==> config.mk <==
export PLATFORM = sky130hd
export DESIGN_NAME = return_addr_stack_flat
export DESIGN_NICKNAME = d
export VERILOG_FILES = /design/src/rtl/ras_pkg.sv /design/src/rtl/return_addr_stack_if.sv /design/src/rtl/ras_mem.sv /design/src/rtl/return_addr_stack.sv /design/src/flat_wrapper.sv
export SDC_FILE = /design/constraint.sdc
export NUM_CORES = 1
export LEC_CHECK = 0
export CELL_PAD_IN_SITES_DETAIL_PLACEMENT = 1
export CELL_PAD_IN_SITES_GLOBAL_PLACEMENT = 1
export CORE_ASPECT_RATIO = 1.75
export CORE_MARGIN = 2
export CORE_UTILIZATION = 54
export DETAILED_ROUTE_END_ITERATION = 8
export GPL_TIMING_DRIVEN = 0
export PLACE_DENSITY_LB_ADDON = 0.1
export SLEW_MARGIN = 10
export SYNTH_ARGS = -nofsm -noshare
export SYNTH_HDL_FRONTEND = slang
export SYNTH_SLANG_ARGS = --single-unit
==> constraint.sdc <==
create_clock -name clk -period 6.5 [get_ports clk]
set_input_delay 1.3 -clock clk [delete_from_list [all_inputs] [get_ports clk]]
set_output_delay 1.3 -clock clk [all_outputs]
set_load 0.1 [all_outputs]
==> src/rtl/ras_pkg.sv <==
// Shared types and sizing for the return-address stack.
// Optional build macro RAS_CIRCULAR_EN is consumed by return_addr_stack.sv.
package ras_pkg;

    localparam int ADDR_W = 16;
    localparam int DEPTH  = 8;
    localparam int PTR_W  = $clog2(DEPTH);
    localparam int CNT_W  = PTR_W + 1;

    typedef logic [ADDR_W-1:0] addr_t;
    typedef logic [PTR_W-1:0]  ptr_t;
    typedef logic [CNT_W-1:0]  cnt_t;

    localparam addr_t RET_INC   = addr_t'(2);
    localparam cnt_t  DEPTH_CNT = cnt_t'(DEPTH);

    typedef enum logic [2:0] {
        OP_IDLE,
        OP_PUSH,
        OP_POP,
        OP_PUSH_POP,
        OP_FLUSH
    } op_e;

    // Flush dominates; push and pop together form a replace-top operation.
    function automatic op_e decode_op(input logic flush, input logic push, input logic pop);
        if (flush)             return OP_FLUSH;
        else if (push && pop)  return OP_PUSH_POP;
        else if (push)         return OP_PUSH;
        else if (pop)          return OP_POP;
        else                   return OP_IDLE;
    endfunction

endpackage

==> src/rtl/return_addr_stack_if.sv <==
// Decoder-side request and PC-mux-side response bundle of the return-address stack.
// The stack itself uses the slave modport; the decoder/PC logic uses master.
interface return_addr_stack_if;
    import ras_pkg::*;

    logic  flush_i;
    logic  push_i;
    addr_t call_pc_i;
    logic  pop_i;
    addr_t ret_addr_o;
    logic  ret_valid_o;
    logic  empty_o;
    logic  full_o;
    logic  overflow_o;
    logic  underflow_o;
    cnt_t  count_o;

    modport master (
        output flush_i, push_i, call_pc_i, pop_i,
        input  ret_addr_o, ret_valid_o, empty_o, full_o,
               overflow_o, underflow_o, count_o
    );

    modport slave (
        input  flush_i, push_i, call_pc_i, pop_i,
        output ret_addr_o, ret_valid_o, empty_o, full_o,
               overflow_o, underflow_o, count_o
    );

endinterface

==> src/rtl/ras_mem.sv <==
// DEPTH x ADDR_W entry storage: one synchronous write port, one combinational read port.
module ras_mem
    import ras_pkg::*;
(
    input  logic  clk,
    input  logic  we_i,
    input  ptr_t  waddr_i,
    input  addr_t wdata_i,
    input  ptr_t  raddr_i,
    output addr_t rdata_o
);

    addr_t mem_q [DEPTH];

    // NOTE: storage has no reset; validity is tracked by the count in the
    // controller, so clearing entries would only add reset fan-out.
    always_ff @(posedge clk) begin
        if (we_i) begin
            mem_q[waddr_i] <= wdata_i;
        end
    end

    assign rdata_o = mem_q[raddr_i];

endmodule

==> src/rtl/return_addr_stack.sv <==
// Return-address LIFO: CALL stores call PC + 2, RET returns it one cycle later.
// Define RAS_CIRCULAR_EN to let a push while full overwrite the oldest entry.
module return_addr_stack
    import ras_pkg::*;
(
    input  logic               clk,
    input  logic               rst,
    return_addr_stack_if.slave bus
);

    // sp_q points at the next free slot; the top entry lives at sp_q - 1.
    ptr_t  sp_q, sp_d;
    cnt_t  count_q, count_d;
    addr_t ret_addr_q, ret_addr_d;
    logic  ret_valid_q, ret_valid_d;
    logic  overflow_q, overflow_d;
    logic  underflow_q, underflow_d;
    logic  empty_q, empty_d;
    logic  full_q, full_d;

    logic  mem_we;
    ptr_t  mem_waddr;
    addr_t mem_wdata;
    ptr_t  top_ptr;
    addr_t top_data;
    op_e   op;

    assign top_ptr   = sp_q - ptr_t'(1);
    assign mem_wdata = bus.call_pc_i + RET_INC;
    assign op        = decode_op(bus.flush_i, bus.push_i, bus.pop_i);

    ras_mem u_mem (
        .clk     (clk),
        .we_i    (mem_we),
        .waddr_i (mem_waddr),
        .wdata_i (mem_wdata),
        .raddr_i (top_ptr),
        .rdata_o (top_data)
    );

    // NOTE: every signal assigned here gets a default first, so no path can
    // leave one unassigned and infer a latch.
    always_comb begin
        sp_d        = sp_q;
        count_d     = count_q;
        ret_addr_d  = ret_addr_q;
        ret_valid_d = 1'b0;
        overflow_d  = 1'b0;
        underflow_d = 1'b0;
        mem_we      = 1'b0;
        mem_waddr   = sp_q;

        unique case (op)
            OP_FLUSH: begin
                sp_d    = '0;
                count_d = '0;
            end

            OP_PUSH: begin
                if (!full_q) begin
                    mem_we  = 1'b1;
                    sp_d    = sp_q + ptr_t'(1);
                    count_d = count_q + cnt_t'(1);
                end else begin
                    overflow_d = 1'b1;
`ifdef RAS_CIRCULAR_EN
                    // When full, sp_q already indexes the oldest entry.
                    mem_we = 1'b1;
                    sp_d   = sp_q + ptr_t'(1);
`endif
                end
            end

            OP_POP: begin
                if (empty_q) begin
                    underflow_d = 1'b1;
                end else begin
                    ret_addr_d  = top_data;
                    ret_valid_d = 1'b1;
                    sp_d        = top_ptr;
                    count_d     = count_q - cnt_t'(1);
                end
            end

            OP_PUSH_POP: begin
                mem_we = 1'b1;
                if (empty_q) begin
                    underflow_d = 1'b1;
                    sp_d        = sp_q + ptr_t'(1);
                    count_d     = cnt_t'(1);
                end else begin
                    ret_addr_d  = top_data;
                    ret_valid_d = 1'b1;
                    mem_waddr   = top_ptr;
                end
            end

            default: ;
        endcase

        empty_d = (count_d == '0);
        full_d  = (count_d == DEPTH_CNT);
    end

    // NOTE: state registers use non-blocking assignments so every flop samples
    // pre-edge values regardless of statement order.
    always_ff @(posedge clk) begin
        if (rst) begin
            sp_q        <= '0;
            count_q     <= '0;
            ret_addr_q  <= '0;
            ret_valid_q <= 1'b0;
            overflow_q  <= 1'b0;
            underflow_q <= 1'b0;
            empty_q     <= 1'b1;
            full_q      <= 1'b0;
        end else begin
            sp_q        <= sp_d;
            count_q     <= count_d;
            ret_addr_q  <= ret_addr_d;
            ret_valid_q <= ret_valid_d;
            overflow_q  <= overflow_d;
            underflow_q <= underflow_d;
            empty_q     <= empty_d;
            full_q      <= full_d;
        end
    end

    assign bus.ret_addr_o  = ret_addr_q;
    assign bus.ret_valid_o = ret_valid_q;
    assign bus.overflow_o  = overflow_q;
    assign bus.underflow_o = underflow_q;
    assign bus.empty_o     = empty_q;
    assign bus.full_o      = full_q;
    assign bus.count_o     = count_q;

endmodule

==> src/flat_wrapper.sv <==
// flat-port wrapper written by rule: the top's interface ports become plain ports
module return_addr_stack_flat import ras_pkg::*;
  (clk, rst, bus_flush_i, bus_push_i, bus_call_pc_i, bus_pop_i, bus_ret_addr_o, bus_ret_valid_o, bus_empty_o, bus_full_o, bus_overflow_o, bus_underflow_o, bus_count_o);
  return_addr_stack_if bus_i ();
  input  logic clk;
  input  logic rst;
  input wire logic [$bits(bus_i.flush_i)-1:0] bus_flush_i;
  input wire logic [$bits(bus_i.push_i)-1:0] bus_push_i;
  input wire logic [$bits(bus_i.call_pc_i)-1:0] bus_call_pc_i;
  input wire logic [$bits(bus_i.pop_i)-1:0] bus_pop_i;
  output wire logic [$bits(bus_i.ret_addr_o)-1:0] bus_ret_addr_o;
  output wire logic [$bits(bus_i.ret_valid_o)-1:0] bus_ret_valid_o;
  output wire logic [$bits(bus_i.empty_o)-1:0] bus_empty_o;
  output wire logic [$bits(bus_i.full_o)-1:0] bus_full_o;
  output wire logic [$bits(bus_i.overflow_o)-1:0] bus_overflow_o;
  output wire logic [$bits(bus_i.underflow_o)-1:0] bus_underflow_o;
  output wire logic [$bits(bus_i.count_o)-1:0] bus_count_o;
  assign bus_i.flush_i = bus_flush_i;
  assign bus_i.push_i = bus_push_i;
  assign bus_i.call_pc_i = bus_call_pc_i;
  assign bus_i.pop_i = bus_pop_i;
  assign bus_ret_addr_o = bus_i.ret_addr_o;
  assign bus_ret_valid_o = bus_i.ret_valid_o;
  assign bus_empty_o = bus_i.empty_o;
  assign bus_full_o = bus_i.full_o;
  assign bus_overflow_o = bus_i.overflow_o;
  assign bus_underflow_o = bus_i.underflow_o;
  assign bus_count_o = bus_i.count_o;
  return_addr_stack u_core (.clk(clk), .rst(rst), .bus(bus_i));
endmodule
# [Word-level counts from Yosys, hierarchy flattened]
# Memory sizes are Yosys's and may differ from the RTL's. A register that Yosys moved wholly into a read port is not among the register bits.
# Index checks and enable logic that the tools add are counted.
[op_classes] n_reduce_logical=8 n_lt_le_gt_ge=0 addsub=5 shift=0 n_eq_ne=7 n_mux=20 div=0 bitwise=3 multipliers=0
[ops] cell="3-bit 2-to-1 mux" n=7
[ops] cell="16-bit by 2-bit adder with 16-bit output (second input constant)" n=1
[ops] cell="4-bit one-hot mux with 4 select lines" n=1
[ops] cell="4-bit 2-to-1 mux" n=3
[ops] cell="3-bit one-hot mux with 4 select lines" n=1
[ops] cell="3-bit by 2-bit == test with 1-bit output (second input constant)" n=2
[ops] cell="1-bit 2-to-1 mux" n=6
[ops] cell="2-bit OR reduction" n=3
[ops] cell="4-bit by 1-bit adder with 4-bit output (second input constant)" n=1
[ops] cell="4-bit == test (second input constant)" n=1
[ops] cell="4-bit logical NOT" n=1
[ops] cell="4-bit nonzero test" n=1
[ops] cell="4-bit by 1-bit subtractor with 4-bit output (second input constant)" n=1
[ops] cell="3-bit by 1-bit adder with 3-bit output (second input constant)" n=1
[ops] cell="3-bit by 1-bit == test with 1-bit output (second input constant)" n=1
[ops] cell="3-bit == test (second input constant)" n=1
[ops] cell="1-bit inverter" n=3
[ops] cell="3-bit AND reduction" n=1
[ops] cell="3-bit by 1-bit subtractor with 3-bit output (second input constant)" n=1
[ops] cell="2-bit 2-to-1 mux" n=1
[ops] cell="2-bit by 1-bit != test with 1-bit output (second input constant)" n=1
[ops] cell="2-bit != test (second input constant)" n=1
[ops] cell="1-bit one-hot mux with 2 select lines" n=1
[ops] cell="2-bit AND reduction" n=1
[ops] cell="1-bit logical AND" n=1
[word_totals] latch_bits=0 output_inout_bits=25 reg_bits=12 ramBits=128 wordCells=51 memories=1 rom_bits=0 inputBits=21
[mem_list] memory="u_core.u_mem.mem_q" words=8 word_bits=16 read_ports=1 rd_clocked_by_memory_dff=1 write_ports=1 line="ras_mem.sv:13" text="addr_t mem_q [DEPTH];"

# [Depth between registers and ports, before layout]
# Gate-level depths: netlist (run 1).
[depth] word_depth=8 mapped_depth=10 depth_no_buf=7

# [Cells and area by module]
# Synthesis (run 1) repeated with hierarchy kept, for this count alone.
[unflattened] cells_unflattened=408 area_unflattened_um2=6598.8
[by_module_without_submodules] module="ras_mem" seq_area_each_um2=3843.7 area_per_inst_um2=4973.5 cells_each=198 n_inst=1
[by_module_without_submodules] module="return_addr_stack" seq_area_each_um2=560.5 area_per_inst_um2=1625.3 cells_each=210 n_inst=1

# [Worst setup path before layout (run 1)]
# Ideal clock, no wire load.
[synth_timing] path_kind="input to register" start="in bus_flush_i" end="mem u_core.u_mem.mem_q[4][0] (netlist bit) (enable)" path_slack_ns=2.813 setup_ns=0.409 path_buffers=1 arrival_ns=3.278 required_time_ns=6.091 path_stages=6 path_cell_list="clkbuf_1 -> nor2b_1 -> and2_1 -> nand2_1 -> xor2_1 -> nor3_1"
[synth_via] elab_chain_cells=5 elab_cells_between_ends=7 classes_between="eq/ne: 2; mux: 5"
[synth_lines] element="start, declared" line="flat_wrapper.sv:7" text="input wire logic [$bits(bus_i.flush_i)-1:0] bus_flush_i;"
[synth_lines] element="3-bit 2-to-1 mux *" line="ras_pkg.sv:27" text="if (flush) return OP_FLUSH;"
[synth_lines] element="3-bit by 2-bit == test with 1-bit output or 3-bit by 1-bit == test with 1-bit output (tied branches)" line="return_addr_stack.sv:53" text="unique case (op)"
[synth_lines] element="1-bit one-hot mux with 2 select lines" line="return_addr_stack.sv:53"
[synth_lines] element="1-bit 2-to-1 mux" line="ras_mem.sv:18" text="if (we_i) begin"
[synth_lines] element="1-bit 2-to-1 mux (not written as such)" line="ras_mem.sv:19" text="mem_q[waddr_i] <= wdata_i;"
[synth_lines] element="end, declared" line="ras_mem.sv:13"
# Mark *: on every way between the ends. The rest lies on a longest branch, timed or not.

# [Worst setup path in the final report (run 1)]
[layout_timing] start="in bus_pop_i" end="mem u_core.u_mem.mem_q[0][4] (netlist bit) (enable)"
[layout_via] elab_chain_cells=8 elab_cells_between_ends=11 classes_between="eq/ne: 2; mux: 8; reduce/logical: 1"
[layout_lines] element="start, declared" line="flat_wrapper.sv:10" text="input wire logic [$bits(bus_i.pop_i)-1:0] bus_pop_i;"
[layout_lines] element="2-bit 2-to-1 mux" line="ras_pkg.sv:30" text="else if (pop) return OP_POP;"
[layout_lines] element="3-bit 2-to-1 mux" line="ras_pkg.sv:29" text="else if (push) return OP_PUSH;"
[layout_lines] element="3-bit 2-to-1 mux *" line="ras_pkg.sv:28" text="else if (push && pop) return OP_PUSH_POP;"
[layout_lines] element="3-bit 2-to-1 mux *" line="ras_pkg.sv:27"
[layout_lines] element="3-bit by 2-bit == test with 1-bit output or 3-bit by 1-bit == test with 1-bit output (tied branches)" line="return_addr_stack.sv:53"
[layout_lines] element="1-bit one-hot mux with 2 select lines" line="return_addr_stack.sv:53"
[layout_lines] element="1-bit 2-to-1 mux" line="ras_mem.sv:18"
[layout_lines] element="1-bit 2-to-1 mux (not written as such)" line="ras_mem.sv:19"
# Marked as above.

==> results.md, run 1 <==
- Outcome: finished clean
- Switching portion of total power: 0.2567
- Area occupied by multi-input gates: ~1900 sq um
- Clock sinks: approximately 160
- Vias in the first global route: slightly above 4000
- Share of power burned in registers: 0.475
- H-tree level count: 4
- Hold EP: u_core.bus.ret_addr_o[4]$_SDFFE_PP0P_
- Worst endpoint required time: around 6600 ps
- Clock buffer depth: 2
- Worst-path clk slew: around 70 ps
- Synth async-reset ratio: 0
- Storage element area: around 4400 sq um
- Post-Syn Area: approximately 6400 sq um
- Vias: between 3000 and 4000
- CP Launch Type: input pin
- WS Path Type: input pin to register
- Maximum fanout along the worst path: 9
- VDD IR max: around 0.00025 V
- Clock power frac: 0.425
- CP Data Arrival Time: just under 4000 ps
- Synth top area share: 0.5971
- Unrepaired setup endpoints after global routing: no
- Cell Pwr Density: ~300 nW/um^2
- Clock Latency Late Sink: around 430 ps
- Power after layout: ~2.3 mW
- Drt wl/cell: between 20 and 30 um
- First-pass GRT wire length: ~24000 um
- Final #Nets: ~500
- FILL cells: 1018
- DR pass1 iterations: 4
- Switching pwr: between 0.5 and 0.6 mW
- Hold_sp: u_core.bus.ret_addr_o[4]$_SDFFE_PP0P_
- Crit path launch: bus_pop_i
- Final ANT Viol Nets: 0
- Synth Flop Type: edfxtp_1
- CTS buffer count: 17
- Worst reg-to-reg path cell count: 9
- GR Overflow Total: 0
- Synthesized flop and latch total: approximately 160
- Chip Height: 148.4 um
- Netlist cell types: 45
- DIE WIDTH: a little under 90 um
- Core Footprint: approximately 12000 sq um
- Cells after Synth: around 390
- Initial Utilization: 0.5559
- CP Capture Type: register
- Worst Hold Slack: 498.8 ps
- Largest net degree at the start of global routing: 18
- DRC Markers: 0
- Layout cells sized above 1: 0.2110
- Top-count cell post-synth: edfxtp_1
- GPL Wtd Cong: between 0.8 and 0.9
- F_max: roughly 0.26 GHz
- IO buf count: 43
- Worst R2R Start: u_core.sp_q[0]$_SDFFE_PP0P_
- DRT iter0 DRCs: about 190
- TNS Setup: 0 ps
- Final setup viols: 0
- Combinational Power Share: 0.101
- Clock skew: approximately 11 ps
- Syn Nets: between 400 and 500
- Ys Warns: 0
- Final hold vios: 0
- Layout Area Growth over Synthesis: 20.78%
- HPWL after detailed placement: ~11000 um
- Sequential area share after synthesis: 0.6842
- Max-slew violation count: 0
- Top area cells in the synthesized netlist: edfxtp_1 (60%), mux4_2 (12%), dfxtp_1 (8.7%), mux2i_1 (2.8%), a211oi_1 (2.1%)
- Post-CTS setup repair buffer count: 0
- Initial antenna violation count: 0
- R2r setup slk: around 2800 ps
- Final WL: around 16000 um
- CTS Root Cell: clkbuf_16
- # IOs: 46
- Avg Vias per Cell: a little over 6
- Hold-critical path depth: 2
- Hold_buf cts: 0
- Period minus WS final: 3859 ps
- N_diodes: 0
- Fin crit share: 0.5936
- LEAKAGE: roughly 2.6 nW
- HP Class: register to register
- CTS tree: done
- PostCTS Resize Cnt: 0
- Dominant cell type by area after synthesis: edfxtp_1
- Worst R2R End: u_core.u_mem.mem_q[0][4]$_DFFE_PP_
- Design area: 7775 sq um
- Synth cell count leaders: edfxtp_1 (128), mux4_2 (33), dfxtp_1 (28), nor2_1 (28)
- Pint: about 1.7 mW
- Row cnt: 52
- EDFF count, synth: roughly 130
- DP Area: just over 7000 sq um
- Headroom to the max-slew limit: 0.3391
- Syn_area_per_cell: ~17 sq um
- Total die area: about 13000 sq um
- Gr usage total: 0.2692
- Least-Margin Pin Slew: 988.2 ps
- # Max-Cap Violations: 0
cells in the final DEF (no fill, tap or decap), types with 2 or more instances in the layout:
cell | Yosys | routed
nand2_1 | 16 | 16
dfxtp_1 | 28 | 28
edfxtp_1 | 128 | 128
xor2_1 | 6 | 6
clkbuf_1 | 9 | 9
and3_1 | 2 | 2
nand3_1 | 7 | 7
inv_8 | 0 | 5
o21ai_0 | 5 | 5
a21oi_1 | 3 | 3
buf_6 | 0 | 4
xnor2_1 | 13 | 13
nor4b_1 | 2 | 2
o211ai_1 | 2 | 2
clkbuf_16 | 0 | 17
nor3b_2 | 2 | 2
ha_1 | 6 | 6
a211oi_1 | 18 | 18
mux4_2 | 33 | 33
buf_4 | 3 | 11
mux2i_1 | 18 | 18
nor2_1 | 28 | 28
nand4_1 | 2 | 2
nor3_1 | 15 | 7
inv_1 | 9 | 9
clkdlybuf4s50_1 | 0 | 43
buf_2 | 6 | 6
nand2b_1 | 2 | 2
inv_6 | 0 | 5
nor2b_1 | 4 | 4
nor3_2 | 0 | 8
flip-flops by register name (all words and copies together) (netlist names):
name	count
u_core.sp_q	3
u_core.u_mem.mem_q	128
u_core.bus.ret_valid_o	1
u_core.bus.underflow_o	1
u_core.bus.count_o	4
u_core.bus.full_o	1
u_core.bus.overflow_o	1
u_core.bus.ret_addr_o	16
u_core.bus.empty_o	1
logic make-up after synthesis:
group,after synthesis,share of synthesized area
AOI/OAI and AO/OA,37,0.04004
xor gates and xnor gates,20,0.03013
adders and majority gates,6,0.01166
buffers and inverters,29,0.02235
DFF,156,0.6842
muxes,51,0.1434
and+or+nand+nor,88,0.06822
power by group through the flow:
stage / Clock, mW / Combinational [mW] / Sequential [mW]
2_1_floorplan: 0 / 0.120 / 1.17
3_3_place_gp: 0 / 0.223 / 1.13
3_5_place_dp: 0 / 0.235 / 1.13
4_1_cts: 1.01 / 0.237 / 1.11
5_1_grt: 1.04 / 0.250 / 1.11
6_report: 0.992 / 0.235 / 1.11
worst max path at each step:
stage	to	slack, ps	depth (start not counted)
3_3_place_gp	u_core.u_mem.mem_q[7][12]$_DFFE_PP_	840	6
3_5_place_dp	u_core.u_mem.mem_q[6][12]$_DFFE_PP_	2250	8
2_1_floorplan	u_core.u_mem.mem_q[4][0]$_DFFE_PP_	2810	6
4_1_cts	u_core.u_mem.mem_q[0][2]$_DFFE_PP_	2600	7
5_1_grt	u_core.u_mem.mem_q[0][14]$_DFFE_PP_	2400	7
6_report	u_core.u_mem.mem_q[0][4]$_DFFE_PP_	2640	7
cell type report:
class                           count  share of cell area
Sequential cell                   156              0.5665
Multi-Input combinational cell    202              0.2481
Timing Repair Buffer               55             0.06888
Clock buffer                       17             0.05472
Tap cell                          135             0.02173
Clock inverter                     15             0.02156
Buffer                             20             0.01416
Inverter                            9            0.004345
metrics by stage:
stage	std cells	setup WS (ps)	util
floorplan	387	2813	-
global placement	565	842.7	0.6076
detailed placement	577	2247	0.6201
CTS	609	2604	0.6713
global route	609	2401	0.6713
finish	609	2641	0.6713
layer usage:
layer	vias up	track usage	wire [um]
li1	1667	-	-
met1	1969	0.3067	5888
met2	96	0.4827	8881
met3	32	0.05050	409
met4	0	0.1195	474
met5	-	0	0
worst max-delay path: stages:
cell and delay (ps):
clkdlybuf4s50_1 590, nor2b_1 350, and2_1 300, nand2_1 130, xnor2_1 250, nor3_2 710
buf_4 350
Power figures use the tool's default switching activity.
==> inputs of run 2 (changes only) <==
--- a/config.mk
+++ b/config.mk
@@ -9,7 +9,7 @@
 export CELL_PAD_IN_SITES_GLOBAL_PLACEMENT = 1
 export CORE_ASPECT_RATIO = 1.75
 export CORE_MARGIN = 2
-export CORE_UTILIZATION = 54
+export CORE_UTILIZATION = 50
 export DETAILED_ROUTE_END_ITERATION = 8
 export GPL_TIMING_DRIVEN = 0
 export PLACE_DENSITY_LB_ADDON = 0.1
==> constraint.sdc (replaced) <==
create_clock -name clk -period 3.6 [get_ports clk]
set_input_delay 0.72 -clock clk [delete_from_list [all_inputs] [get_ports clk]]
set_output_delay 0.72 -clock clk [all_outputs]
set_load 0.1 [all_outputs]
==> run 2 against run 1 <==
Largest power group unchanged. Worst hold slack better by 4.3 ps. Via count up 2.4%. Critical path depth up 3. Critical endpoint is now u_core.u_mem.mem_q[3][10]$_DFFE_PP_. Final cell count up 6.6%. Non-clock buffer count up 7. Clock power up 73%. Flip-flop and latch count unchanged. Die area up 7.7%. Global-route usage down 2.2 points. Sequential share of layout area down 0.99 points. Utilization down 3.8 points.
==> results.md, run 2 (synthesized netlist as in run 1, its figures left out) <==
- Max FFs per register: between 100 and 150
- LEAKAGE: roughly 2.7 nW
- Total die area: roughly 14000 sq um
- GR Util met1: 0.2905
- CTS buffer count: 17
- Outcome: finished clean
- CP Launch Type: register
- Final setup viols: 0
- Slowest CP cell: nor3_2
- Headroom to the max-slew limit: 0.3440
- DRT iter0 DRCs: between 200 and 300
- Cell Pwr Density: ~530 nW/um^2
- CP Capture Type: register
- Layout cells sized above 1: 0.2204
- Clock Latency Late Sink: 430 ps
- # Max-Cap Violations: 0
- Final #Nets: 495
- Most used cell along the critical path: buf_2
- Worst endpoint required time: ~3700 ps
- Placed cell count: 613
- Initial antenna violation count: 0
- CTS tree: done
- DRC Markers: 0
- Period minus WS final: 3406 ps
- H-tree level count: 4
- Maximum fanout along the worst path: 10
- Layout Area Growth over Synthesis: 22.93%
- Fin crit share: 0.9461
- Clock sinks: between 150 and 200
- FILL cells: 1117
- Cell chain of the critical path: buf_4, buf_2, inv_1, ha_1, buf_2, buf_2, a21o_1, nor3_2, buf_6, buf_6
- HPWL after detailed placement: ~11000 um
- GPL Wtd Cong: 0.8411
- CP max stage delay: about 500 ps
- Met2 Use GR: 0.4426
- Post-Layout Cell Count: roughly 650
- VDD IR max: around 0.00046 V
- Max-slew violation count: 0
- Worst-path clk slew: 70 ps
- WS Path Type: register to register
- Crit path buffers/inverters: 7
- Clock buffer depth: 2
- Top Usage Layer GRT: met2
- # IOs: 46
- CP top delay family: buffers and inverters
- Chip Height: roughly 150 um
- Global-route met3 utilization: 0.05243
- Vias in the first global route: 4143
- Gr usage total: 0.2475
- Worst Hold Slack: 503.1 ps
- N_diodes: 0
- HP Class: register to register
- Most frequent cells in the layout: edfxtp_1 (128), clkdlybuf4s50_1 (43), mux4_2 (33), nor2_1 (28), dfxtp_1 (28)
- Clock skew: ~9.5 ps
- IO buf count: 43
- Final ANT Viol Nets: 0
- Most common cell after layout, fill and taps aside: edfxtp_1
- Initial Utilization: 0.5150
- Avg Vias per Cell: between 5 and 6
- Core Footprint: 12500 sq um
- F_max: about 0.3 GHz
- Reg with most FFs: u_core.u_mem.mem_q
- Final WL: 16330 um
- DR pass1 iterations: 6
- Least-Margin Pin Slew: slightly below 1000 ps
- First-pass GRT wire length: between 20000 and 30000 um
- Area occupied by multi-input gates: ~2000 sq um
- CTS Root Cell: clkbuf_16
- Row cnt: 54
- GR Overflow Total: 0
- Drt wl/cell: roughly 25 um
- Final hold vios: 0
- Storage element area: 4404 sq um
- CP Data Arrival Time: between 3000 and 4000 ps
- Largest net degree at the start of global routing: 17
- DIE WIDTH: 89.78 um
- Vias: ~3900
==> run 2: cell types whose count changed in the layout (fill, tap and decap cells not counted), sizes merged <==
cell / before / now
buf: 23 / 30
clkbuf: 26 / 28
clkinvlp: 1 / 3
inv: 19 / 17
bufinv: 1 / 0
clkinv: 3 / 2
==> run 2: metal layers <==
metal / vias up / share of wire
li1: 1680 / -
met1: 1992 / 0.38
met2: 147 / 0.55
met3: 37 / 0.045
met4: 0 / 0.030
met5: - / 0
==> run 2: worst paths after layout <==
kind                                         startpoint                                    end  slack [ps]  cells after the start
setup / recovery            u_core.sp_q[0]$_SDFFE_PP0P_    u_core.u_mem.mem_q[3][10]$_DFFE_PP_         190                     10
hold / removal    u_core.bus.ret_addr_o[4]$_SDFFE_PP0P_  u_core.bus.ret_addr_o[4]$_SDFFE_PP0P_         500                      2
setup reg to reg            u_core.sp_q[0]$_SDFFE_PP0P_    u_core.u_mem.mem_q[3][10]$_DFFE_PP_         190                     10
hold reg to reg   u_core.bus.ret_addr_o[4]$_SDFFE_PP0P_  u_core.bus.ret_addr_o[4]$_SDFFE_PP0P_         500                      2
==> run 2: layout make-up <==
class,count,area share
sequential,156,0.5565
multi-input combinational,202,0.2485
timing repair buffer,62,0.07905
clock buffer,19,0.05597
tap,168,0.02656
clock inverter,13,0.01518
buffer,20,0.01391
inverter,9,0.004269
==> run 2: repair_timing <==
item                                    4_1_cts  5_1_grt
hold buffers                                  0        0
setup buffers                                 0        4
gates resized for setup                       3        3
pin swaps                                     1        2
endpoints found under the setup margin       22       36
endpoints found under the hold margin         0        0
==> run 2: tightest hold or removal path: stages, from the launching register on <==
cell      delay, ps
dfxtp_1         310
nor2_1          100
a211oi_1         50
==> run 2: power breakdown <==
part	leakage [nW]	switching [mW]	internal, mW
sequential	1.38	0.0140	1.99
combinational	1.03	0.282	0.160
clock	0.269	0.795	0.929
total	2.68	1.09	3.08
==> run 2: stage by stage <==
stage | instance area, sq um | util | total power, mW | worst slack (ps) | TNS [ps]
after floorplan | 6437 | - | 2.329 | 283.3 | 0
after global placement | 7078 | 0.5663 | 2.446 | -1571 | -181680
after detailed placement | 7283 | 0.5827 | 2.468 | -157.6 | -1768
after CTS | 7865 | 0.6292 | 4.187 | 37.03 | 0
after global routing | 7914 | 0.6331 | 4.293 | -17.57 | -108.8
final | 7914 | 0.6331 | 4.169 | 193.9 | 0
